`src/rtl/payout_eval.sv`:
```
// Slot-machine payout evaluator: captures five reel symbols on start, finds the
// most frequent symbol over eight serial count cycles, then scores the bet.
//
// state | meaning
// IDLE  | waiting for start_i; result outputs hold the last evaluation
// COUNT | one candidate symbol v per cycle, v = 0..7, tracking the best count
// SCORE | apply multiplier table and load the result registers
module payout_eval #(
   parameter int BET_W = 4,
   parameter int PAY_W = 16
) (
   input  logic             clk_i,
   input  logic             rst_ni,
   input  logic             start_i,
   input  logic [BET_W-1:0] bet_i,
   input  logic [2:0]       sym1_i,
   input  logic [2:0]       sym2_i,
   input  logic [2:0]       sym3_i,
   input  logic [2:0]       sym4_i,
   input  logic [2:0]       sym5_i,
   output logic             busy_o,
   output logic             valid_o,
   output logic             win_o,
   output logic [PAY_W-1:0] payout_o,
   output logic [2:0]       match_cnt_o,
   output logic [2:0]       match_sym_o
);

   localparam int PROD_W = BET_W + 7;
   localparam int EXT_W  = (PROD_W > PAY_W) ? PROD_W : PAY_W;

   typedef enum logic [1:0] {IDLE, COUNT, SCORE} state_t;

   state_t state, state_next;

   logic [4:0][2:0]  syms_q;
   logic [BET_W-1:0] bet_q;
   logic [2:0]       v;
   logic [2:0]       best_cnt;
   logic [2:0]       best_sym;
   logic [2:0]       n;
   logic [6:0]       base_mult;
   logic [6:0]       mult;
   logic [PROD_W-1:0] prod;
   logic [EXT_W-1:0]  prod_ext;
   logic [EXT_W-1:0]  pay_max;
   logic [PAY_W-1:0]  pay_sat;

   always_ff @(posedge clk_i or negedge rst_ni) begin
      if (!rst_ni) state <= IDLE;
      else         state <= state_next;
   end

   always_comb begin
      state_next = state;
      case (state)
         IDLE:    if (start_i) state_next = COUNT;
         COUNT:   if (v == 3'd7) state_next = SCORE;
         SCORE:   state_next = IDLE;
         default: state_next = IDLE;
      endcase
   end

   always_comb begin
      n = 3'(syms_q[0] == v) + 3'(syms_q[1] == v) + 3'(syms_q[2] == v)
        + 3'(syms_q[3] == v) + 3'(syms_q[4] == v);
   end

   always_comb begin
      base_mult = 7'd0;
      case (best_cnt)
         3'd5:    base_mult = 7'd50;
         3'd4:    base_mult = 7'd10;
         3'd3:    base_mult = 7'd3;
         default: base_mult = 7'd0;
      endcase
      mult = (best_sym == 3'd7) ? (base_mult << 1) : base_mult;
   end

   // Product may be narrower or wider than the payout; compare at the wider width.
   always_comb begin
      prod     = PROD_W'(bet_q) * PROD_W'(mult);
      prod_ext = EXT_W'(prod);
      pay_max  = EXT_W'({PAY_W{1'b1}});
      pay_sat  = (prod_ext > pay_max) ? pay_max[PAY_W-1:0] : prod_ext[PAY_W-1:0];
   end

   always_ff @(posedge clk_i or negedge rst_ni) begin
      if (!rst_ni) begin
         syms_q      <= '0;
         bet_q       <= '0;
         v           <= 3'd0;
         best_cnt    <= 3'd0;
         best_sym    <= 3'd0;
         busy_o      <= 1'b0;
         valid_o     <= 1'b0;
         win_o       <= 1'b0;
         payout_o    <= '0;
         match_cnt_o <= 3'd0;
         match_sym_o <= 3'd0;
      end else begin
         busy_o  <= (state_next != IDLE);
         valid_o <= (state == SCORE);
         case (state)
            IDLE: begin
               if (start_i) begin
                  syms_q   <= {sym5_i, sym4_i, sym3_i, sym2_i, sym1_i};
                  bet_q    <= bet_i;
                  v        <= 3'd0;
                  best_cnt <= 3'd0;
                  best_sym <= 3'd0;
               end
            end
            COUNT: begin
               // >= lets a later (higher) symbol win a tie.
               if (n >= best_cnt) begin
                  best_cnt <= n;
                  best_sym <= v;
               end
               if (v != 3'd7) v <= v + 3'd1;
            end
            SCORE: begin
               payout_o    <= pay_sat;
               win_o       <= (pay_sat != '0);
               match_cnt_o <= best_cnt;
               match_sym_o <= best_sym;
            end
            default: ;
         endcase
      end
   end

endmodule

```
`config.mk`:
```
export PLATFORM = sky130hd
export DESIGN_NAME = payout_eval
export DESIGN_NICKNAME = d
export VERILOG_FILES = /design/src/rtl/payout_eval.sv
export SDC_FILE = /design/constraint.sdc
export NUM_CORES = 1
export LEC_CHECK = 0
export ABC_CLOCK_PERIOD_IN_PS = 4230
export CAP_MARGIN = 5
export CORE_MARGIN = 2
export CORE_UTILIZATION = 45
export CTS_BUF_LIST = sky130_fd_sc_hd__clkbuf_16
export DETAILED_ROUTE_END_ITERATION = 8
export MAX_ROUTING_LAYER = met4
export PLACE_DENSITY = 0.79
export SLEW_MARGIN = 20
export SYNTH_ARGS = -nofsm -noshare
export SYNTH_HDL_FRONTEND = slang
export SYNTH_SLANG_ARGS = --single-unit
```
`constraint.sdc`:
```
create_clock -name clk_i -period 4.23 [get_ports clk_i]
set_input_delay 0.846 -clock clk_i [delete_from_list [all_inputs] [get_ports clk_i]]
set_output_delay 0.846 -clock clk_i [all_outputs]
set_load 0.005 [all_outputs]
```
==> results.md, run 1 <==
- Status: finished, final reports clean
- Crit. End Element: register
- Die ar.: approximately 0.0076 sq mm
- Critical path class: reg -> reg
- CP required: roughly 4.4 ns
- Die X: 87.0 microns
- CTS root buffer: clkbuf_16
- Max Cap Viol: 0
- Overflow after GRT: 0
- Synthesized cell area: 0.00310 sq mm
- Combinational share of power: 45.8%
- DR iter-0 viols: 70
- Transition time at the pin with the least slew margin: 0.879 ns
- Clk sinks: 50
- Share of cells above drive strength 1: 10.9%
- Routed WL per cell: between 10 and 15 microns
- Clk pwr share: 16.8%
- Via Count: 2185
- Slew margin rel.: between 40% and 50%
- Sequential fraction of the synthesis area: approximately two fifths
- First-pass GRT wire length: 10.2 mm
- Max Fclk: 255 MHz
- CORE AREA: ~0.0067 sq mm
- Initial antenna violation count: 0
- Max Root-Sink Buffers: 2
- Slowest stage cell on the critical path: fa_1
- Drt total wl: slightly below 6 mm
- Synth unique cells: 40
- Sw Share: a little under two fifths
- Vias in the first global route: about 2400
- Worst R2R Path Depth: 15
- Final worst-path cycle share: 92.8%
- Worst Hold Class: in -> async
- # DRC: 0
- Worst path cell trace: inv_1, nand2_1, a21oi_1, nand2_1, fa_1, inv_1, fa_1, inv_1, fa_1, and2b_1, o21bai_1, a21oi_1, o21ai_1, a2111oi_2, a21oi_1
- Die height: slightly below 90 microns
- Mean area per synthesized cell: ~10 sq um
- Layout net count: between 400 and 500
- RSZ-0062 raised after global routing: no
- Final HPWL DP: 4.60 mm
- Worst-path clk slew: 0.06 ns
- Placement-stage cell area: 0.00357 sq mm
- Layout area overhead: 20.2%
- Peak VDD IR: roughly 360 uV
- Antenna Nets Post-Route: 0
- Initial Util: 46.2%
- Initial DRT Pass Iterations: 4
- LEAKAGE: 1.78 nW
- Ports: between 40 and 50
- Pwr dens: just over 600 mW/mm^2
- Final Max Slew Viols: 0
- Worst hold slack: between 0.4 and 0.5 ns
- Pin count of the biggest net entering global routing: 37
- CTS H-tree depth: 2
- Seq pwr share: approximately 37%
- Clock latency on the worst-skew pair: around 0.29 ns
- Commonest non-fill, non-tap cells in the layout: 49 x dfrtp_1, 43 x nand2_1, 40 x clkdlybuf4s50_1
- Clock skew: slightly below 0.008 ns
- Int Power: 1.44 mW
- Fin. Hold Viols: 0
- Vias per cell: between 5 and 6
- Final instance area: 0.00373 sq mm
- Yosys reg bits: 50
- RR Startpoint: best_cnt[1]
- Worst reg-to-reg setup slack: about 0.31 ns
- Startpoint Class: register
- Critical path arrival: just over 4 ns
- Critical Path Fanout Max: 4
- TritonCTS buffer count: 5
- FF-to-FF End: win_o
- Commonest non-fill, non-tap cell in the layout: dfrtp_1
- CTS tree: done
- Number of diodes: 0
- WP buf/inv: 3
- Synthesized instance count: 307
- Cell family with most CP delay: adder cells
- Switching pwr: about 0.83 mW
- GPL Wtd Cong: 0.950
- FP Rows: 30
- Min cycle time layout: around 3.9 ns
- Overall power: around 2.3 mW
- Final setup vio count: 0
- CTS Hold Buffers Added: 0
- Port Buffers: 41
- GRT Total Usage: 17.6%
- Ys Warns: 0
- Setup TNS: 0 ns
- Largest stage delay on the critical path: ~0.56 ns
==> worst reg2reg max path: cells and delay by family, from the launching register on <==
| kind | cells | cell delay [ns] |
|---|---|---|
| adders and majority gates | 3 | 1.50 |
| DFF | 1 | 0.44 |
| and+or+nand+nor | 3 | 0.43 |
| AOI/OAI and AO/OA | 6 | 1.16 |
| buffers and inverters | 3 | 0.26 |
==> layout make-up <==
cell class | instances | area [sq um]
Multi-Input combinational cell | 223 | 1730
Inverter | 24 | 90.1
Fill cell | 615 | 2990
Clock inverter | 3 | 16.3
Tap cell | 80 | 100
Timing Repair Buffer | 43 | 420
Sequential cell | 50 | 1250
Clock buffer | 5 | 125
==> synthesized netlist by cell type <==
| cell | number | area, sq um |
|---|---|---|
| a2111oi_1 | 1 | 10.0 |
| a211oi_1 | 2 | 15.0 |
| a21o_1 | 6 | 45.0 |
| a21oi_1 | 5 | 25.0 |
| a21oi_2 | 1 | 8.76 |
| a221o_1 | 1 | 10.0 |
| a22o_1 | 4 | 35.0 |
| and2_1 | 18 | 113 |
| and2b_1 | 1 | 7.51 |
| and3_1 | 3 | 18.8 |
| and3b_1 | 1 | 8.76 |
| buf_1 | 1 | 3.75 |
| buf_4 | 5 | 37.5 |
| clkbuf_1 | 8 | 30.0 |
| conb_1 | 1 | 3.75 |
| dfrtp_1 | 50 | 1250 |
| fa_1 | 12 | 240 |
| ha_1 | 21 | 263 |
| inv_1 | 23 | 86.3 |
| inv_2 | 1 | 3.75 |
| mux2_2 | 20 | 225 |
| nand2_1 | 43 | 161 |
| nand2b_1 | 2 | 12.5 |
| nand3_1 | 11 | 55.1 |
| nand3b_1 | 1 | 7.51 |
| nor2_1 | 12 | 45.0 |
| nor2b_1 | 3 | 18.8 |
| nor3_1 | 1 | 5.00 |
| nor3b_1 | 3 | 22.5 |
| nor4b_1 | 1 | 8.76 |
| nor4bb_1 | 2 | 20.0 |
| o21a_1 | 1 | 7.51 |
| o21ai_0 | 16 | 80.1 |
| o21bai_1 | 1 | 7.51 |
| o22ai_1 | 1 | 6.26 |
| o31ai_1 | 1 | 7.51 |
| or2_2 | 1 | 6.26 |
| or3_1 | 1 | 6.26 |
| xnor2_1 | 16 | 140 |
| xor2_1 | 5 | 43.8 |
==> cells by family after synthesis <==
family          count (synthesis)  share of synthesized area [%]
simple gates                  104                           16.7
flops                          50                           40.3
compound gates                 40                           8.31
buf+inv                        38                           5.20
fa+ha+maj                      33                           16.2
xor+xnor                       21                           5.93
mux                            20                           7.26
other cells                     1                          0.121
==> stage by stage <==
stage	cells	utilization (%)	setup slack (ns)
2_1_floorplan	311	-	0.440
3_3_place_gp	420	53.2	0.343
3_5_place_dp	420	53.2	0.224
4_1_cts	428	55.3	0.195
5_1_grt	428	55.5	0.0246
6_report	428	55.5	0.305
==> routing by layer <==
layer / wire length, microns / share of wire (%) / track usage (%)
met5: 0 / 0 / -
met4: 74 / 1.3 / 5.68
met2: 2930 / 50 / 31.0
met3: 221 / 3.8 / 3.03
met1: 2610 / 45 / 20.4
==> registers in the layout, indices dropped and copies added, names as in the netlist <==
name	flops
best_sym	3
v	3
match_sym_o	3
valid_o	1
payout_o	11
win_o	1
bet_q	4
busy_o	1
state	2
syms_q	15
match_cnt_o	3
best_cnt	3
==> power groups by stage <==
stage	Combinational [mW]	Sequential (mW)	Clock, mW
final	1.04	0.850	0.382
after detailed placement	1.03	0.859	0
after floorplan	0.820	0.769	0
after global placement	0.974	0.850	0
after global routing	1.18	0.880	0.413
after CTS	1.06	0.850	0.392
==> timing repair <==
item,in CTS,in global routing
buffers inserted,0,0
setup endpoints to repair,0,1
gates resized for setup,0,6
==> worst max path at each step <==
stage | endpoint | startpoint | cells past startpoint | slack [ns]
6_report | win_o | best_cnt[1] | 15 | 0.31
5_1_grt | win_o | best_cnt[2] | 16 | 0.02
4_1_cts | win_o | best_cnt[2] | 16 | 0.19
3_5_place_dp | win_o | best_cnt[2] | 16 | 0.22
3_3_place_gp | win_o | best_cnt[2] | 16 | 0.34
2_1_floorplan | win_o | best_cnt[0] | 15 | 0.44
Power figures use the tool's default switching activity.
==> run 2: changes to the inputs <==
--- a/config.mk
+++ b/config.mk
@@ -10,6 +10,7 @@
 export CORE_MARGIN = 2
 export CORE_UTILIZATION = 45
 export CTS_BUF_LIST = sky130_fd_sc_hd__clkbuf_16
+export CTS_CLUSTER_SIZE = 8
 export DETAILED_ROUTE_END_ITERATION = 8
 export MAX_ROUTING_LAYER = met4
 export PLACE_DENSITY = 0.79
==> results of run 2 <==
Same layout as run 1: the final DEF is identical, and so are final timing and power.
==> run 3: changes to the inputs <==
--- a/config.mk
+++ b/config.mk
@@ -14,6 +14,7 @@
 export DETAILED_ROUTE_END_ITERATION = 8
 export MAX_ROUTING_LAYER = met4
 export PLACE_DENSITY = 0.79
+export RECOVER_POWER = 50
 export SLEW_MARGIN = 20
 export SYNTH_ARGS = -nofsm -noshare
 export SYNTH_HDL_FRONTEND = slang
==> results.md, run 3 (synthesis gave the netlist of run 1 again) <==
- Status: complete, but fails checks
- Failing checks: max-capacitance violations, max-slew violations
- Worst Hold Class: reg -> reg
- CP required: 4.39 ns (about the same)
- Final setup vio count: 0 (unchanged)
- Pin count of the biggest net entering global routing: 37 (unchanged)
- Hold-critical path depth: 2
- Vias per cell: 5.10 (about the same)
- Layout area overhead: 19.9%
- Critical path class: reg -> reg
- Non-filler cells, final: 428 (unchanged)
- TritonCTS buffer count: 5 (unchanged)
- Die X: 87.0 microns (unchanged)
- FP Rows: 30 (unchanged)
- WP depth: 15 (unchanged)
- Share of cells above drive strength 1: 9.77% (-1.1 points)
- Slowest stage cell on the critical path: fa_1
- Max Fclk: 255 MHz (about the same)
- Final worst-path cycle share: 92.8% (about the same)
- WP buf/inv: 3 (unchanged)
- Clk sinks: 50 (unchanged)
- Worst R2R Path Depth: 15 (unchanged)
- Antenna Nets Post-Route: 0 (unchanged)
- CTS Hold Buffers Added: 0 (unchanged)
- DR iter-0 viols: 67 (-4.3%)
- Critical Path Fanout Max: 4 (unchanged)
- Commonest non-fill, non-tap cell in the layout: dfrtp_1
- Number of diodes: 0 (unchanged)
- CTS root buffer: clkbuf_16
- Initial antenna violation count: 0 (unchanged)
- Worst-path clk slew: 0.06 ns (about the same)
- Initial Util: 46.2% (unchanged)
- CTS H-tree depth: 2 (unchanged)
- Via Count: 2184 (-0.046%)
- Peak VDD IR: 361 uV (about the same)
- # DRC: 0 (unchanged)
- Final HPWL DP: 4.60 mm (unchanged)
- CTS tree: done
- First-pass GRT wire length: 10.2 mm (unchanged)
- Vias in the first global route: 2355 (unchanged)
- Fin. Hold Viols: 0 (unchanged)
- Min cycle time layout: 3.93 ns (+0.000199 ns)
- Ports: 47 (unchanged)
- Commonest non-fill, non-tap cells in the layout: 49 x dfrtp_1, 43 x nand2_1, 39 x clkdlybuf4s50_1
- Routed WL per cell: 13.6 microns (-0.19%)
- Max Root-Sink Buffers: 2 (unchanged)
- Worst path cell trace: inv_1, nand2_1, a21oi_1, nand2_1, fa_1, inv_1, fa_1, inv_1, fa_1, and2b_1, o21bai_1, a21oi_1, o21ai_1, a2111oi_2, a21oi_1
- Initial DRT Pass Iterations: 4 (unchanged)
- Biggest register: syms_q
- Largest stage delay on the critical path: 0.56 ns (about the same)
- Pwr dens: 609 mW/mm^2 (about the same)
- CORE AREA: 0.00672 sq mm (unchanged)
- Overflow after GRT: 0 (unchanged)
- Port Buffers: 41 (unchanged)
- Top flop regs: syms_q: 15 flops, payout_o: 11 flops, bet_q: 4 flops
- Critical path arrival: 4.08 ns (about the same)
- Clock skew: 0.00778 ns (+0.000000250 ns)
- Post-placement cell count: 420 (unchanged)
- Cell family with most CP delay: adder cells
- Crit. End Element: register
- Layout net count: 402 (unchanged)
- LEAKAGE: 1.77 nW (-0.44%)
- Max reg flops: 15 (unchanged)
- Startpoint Class: register
- GRT Total Usage: 17.6% (unchanged)
- RSZ-0062 raised after global routing: no
- Slew margin rel.: -23.6% (-65 points)
- Die height: 87.0 microns (unchanged)
- Clock latency on the worst-skew pair: 0.29 ns (about the same)
- Drt total wl: 5.83 mm (-0.19%)
- GPL Wtd Cong: 0.950 (unchanged)
- Die ar.: 0.00758 sq mm (unchanged)
- Max Cap Viol: 1 (+1)
- Transition time at the pin with the least slew margin: 1.85 ns (+0.976 ns)
- Setup TNS: 0 ns (unchanged)
- Final Max Slew Viols: 37 (+37)
## run 3: changes by cell type in the layout (fill, tap and decap cells not counted), sizes merged
cell / delta
clkdlybuf4s50: -1
dlygate4sd3: +1
clkbuf: +3
buf: -3
## run 3: final timing paths
check,startpoint,to,slack (ns)
min in group asynchronous,rst_ni,payout_o[1],0.60
worst min-delay path,payout_o[2],payout_o[2],0.47
worst min register to register,payout_o[2],payout_o[2],0.47
max in group asynchronous,rst_ni,best_cnt[0],1.32
worst max register to register,best_cnt[1],win_o,0.30
worst max-delay path,best_cnt[1],win_o,0.30
## run 3: tightest hold or removal path: cells and delay by family (launching register included)
kind	cells	cell delay, ns
and+or+nand+nor	2	0.10
DFF	1	0.34
## run 3: metal layers
metal,share of wire (%),global-route usage [%],routed length [microns],up-vias
li1,-,-,-,1088
met1,45,20.4,2600,1039
met2,50,31.0,2940,49
met3,3.7,3.03,216,8
met4,1.3,5.68,74,0
met5,0,-,0,-
## run 3: what timing repair did
action,in CTS,in global routing
resized for setup,0,6
buffers inserted,0,0
endpoints found under the setup margin,0,1
## run 3: cell type report
class	instances	area (sq um)
sequential	50	1250
multi-input combinational	223	1730
timing repair buffer	43	412
clock buffer	5	125
clock inverter	3	16.3
tap	80	100
fill	620	3000
inverter	24	90.1
## run 3: stage by stage
stage	area (sq um)	setup WS, ns	util, %	power, mW	hold slack [ns]
after CTS	3710	0.195	55.3	2.30	0.453
after global routing	3720	0.0246	55.4	2.47	0.495
after global placement	3570	0.343	53.2	1.82	0.460
after floorplan	3120	0.440	-	1.59	0.461
after detailed placement	3570	0.224	53.2	1.88	0.463
final	3720	0.305	55.4	2.27	0.471
## run 3: power by group
group | total, mW | internal, mW | switching [mW] | leakage, nW
registers | 0.850 | 0.658 | 0.192 | 0.635
logic | 1.03 | 0.560 | 0.475 | 1.07
clock network | 0.382 | 0.216 | 0.166 | 0.0672
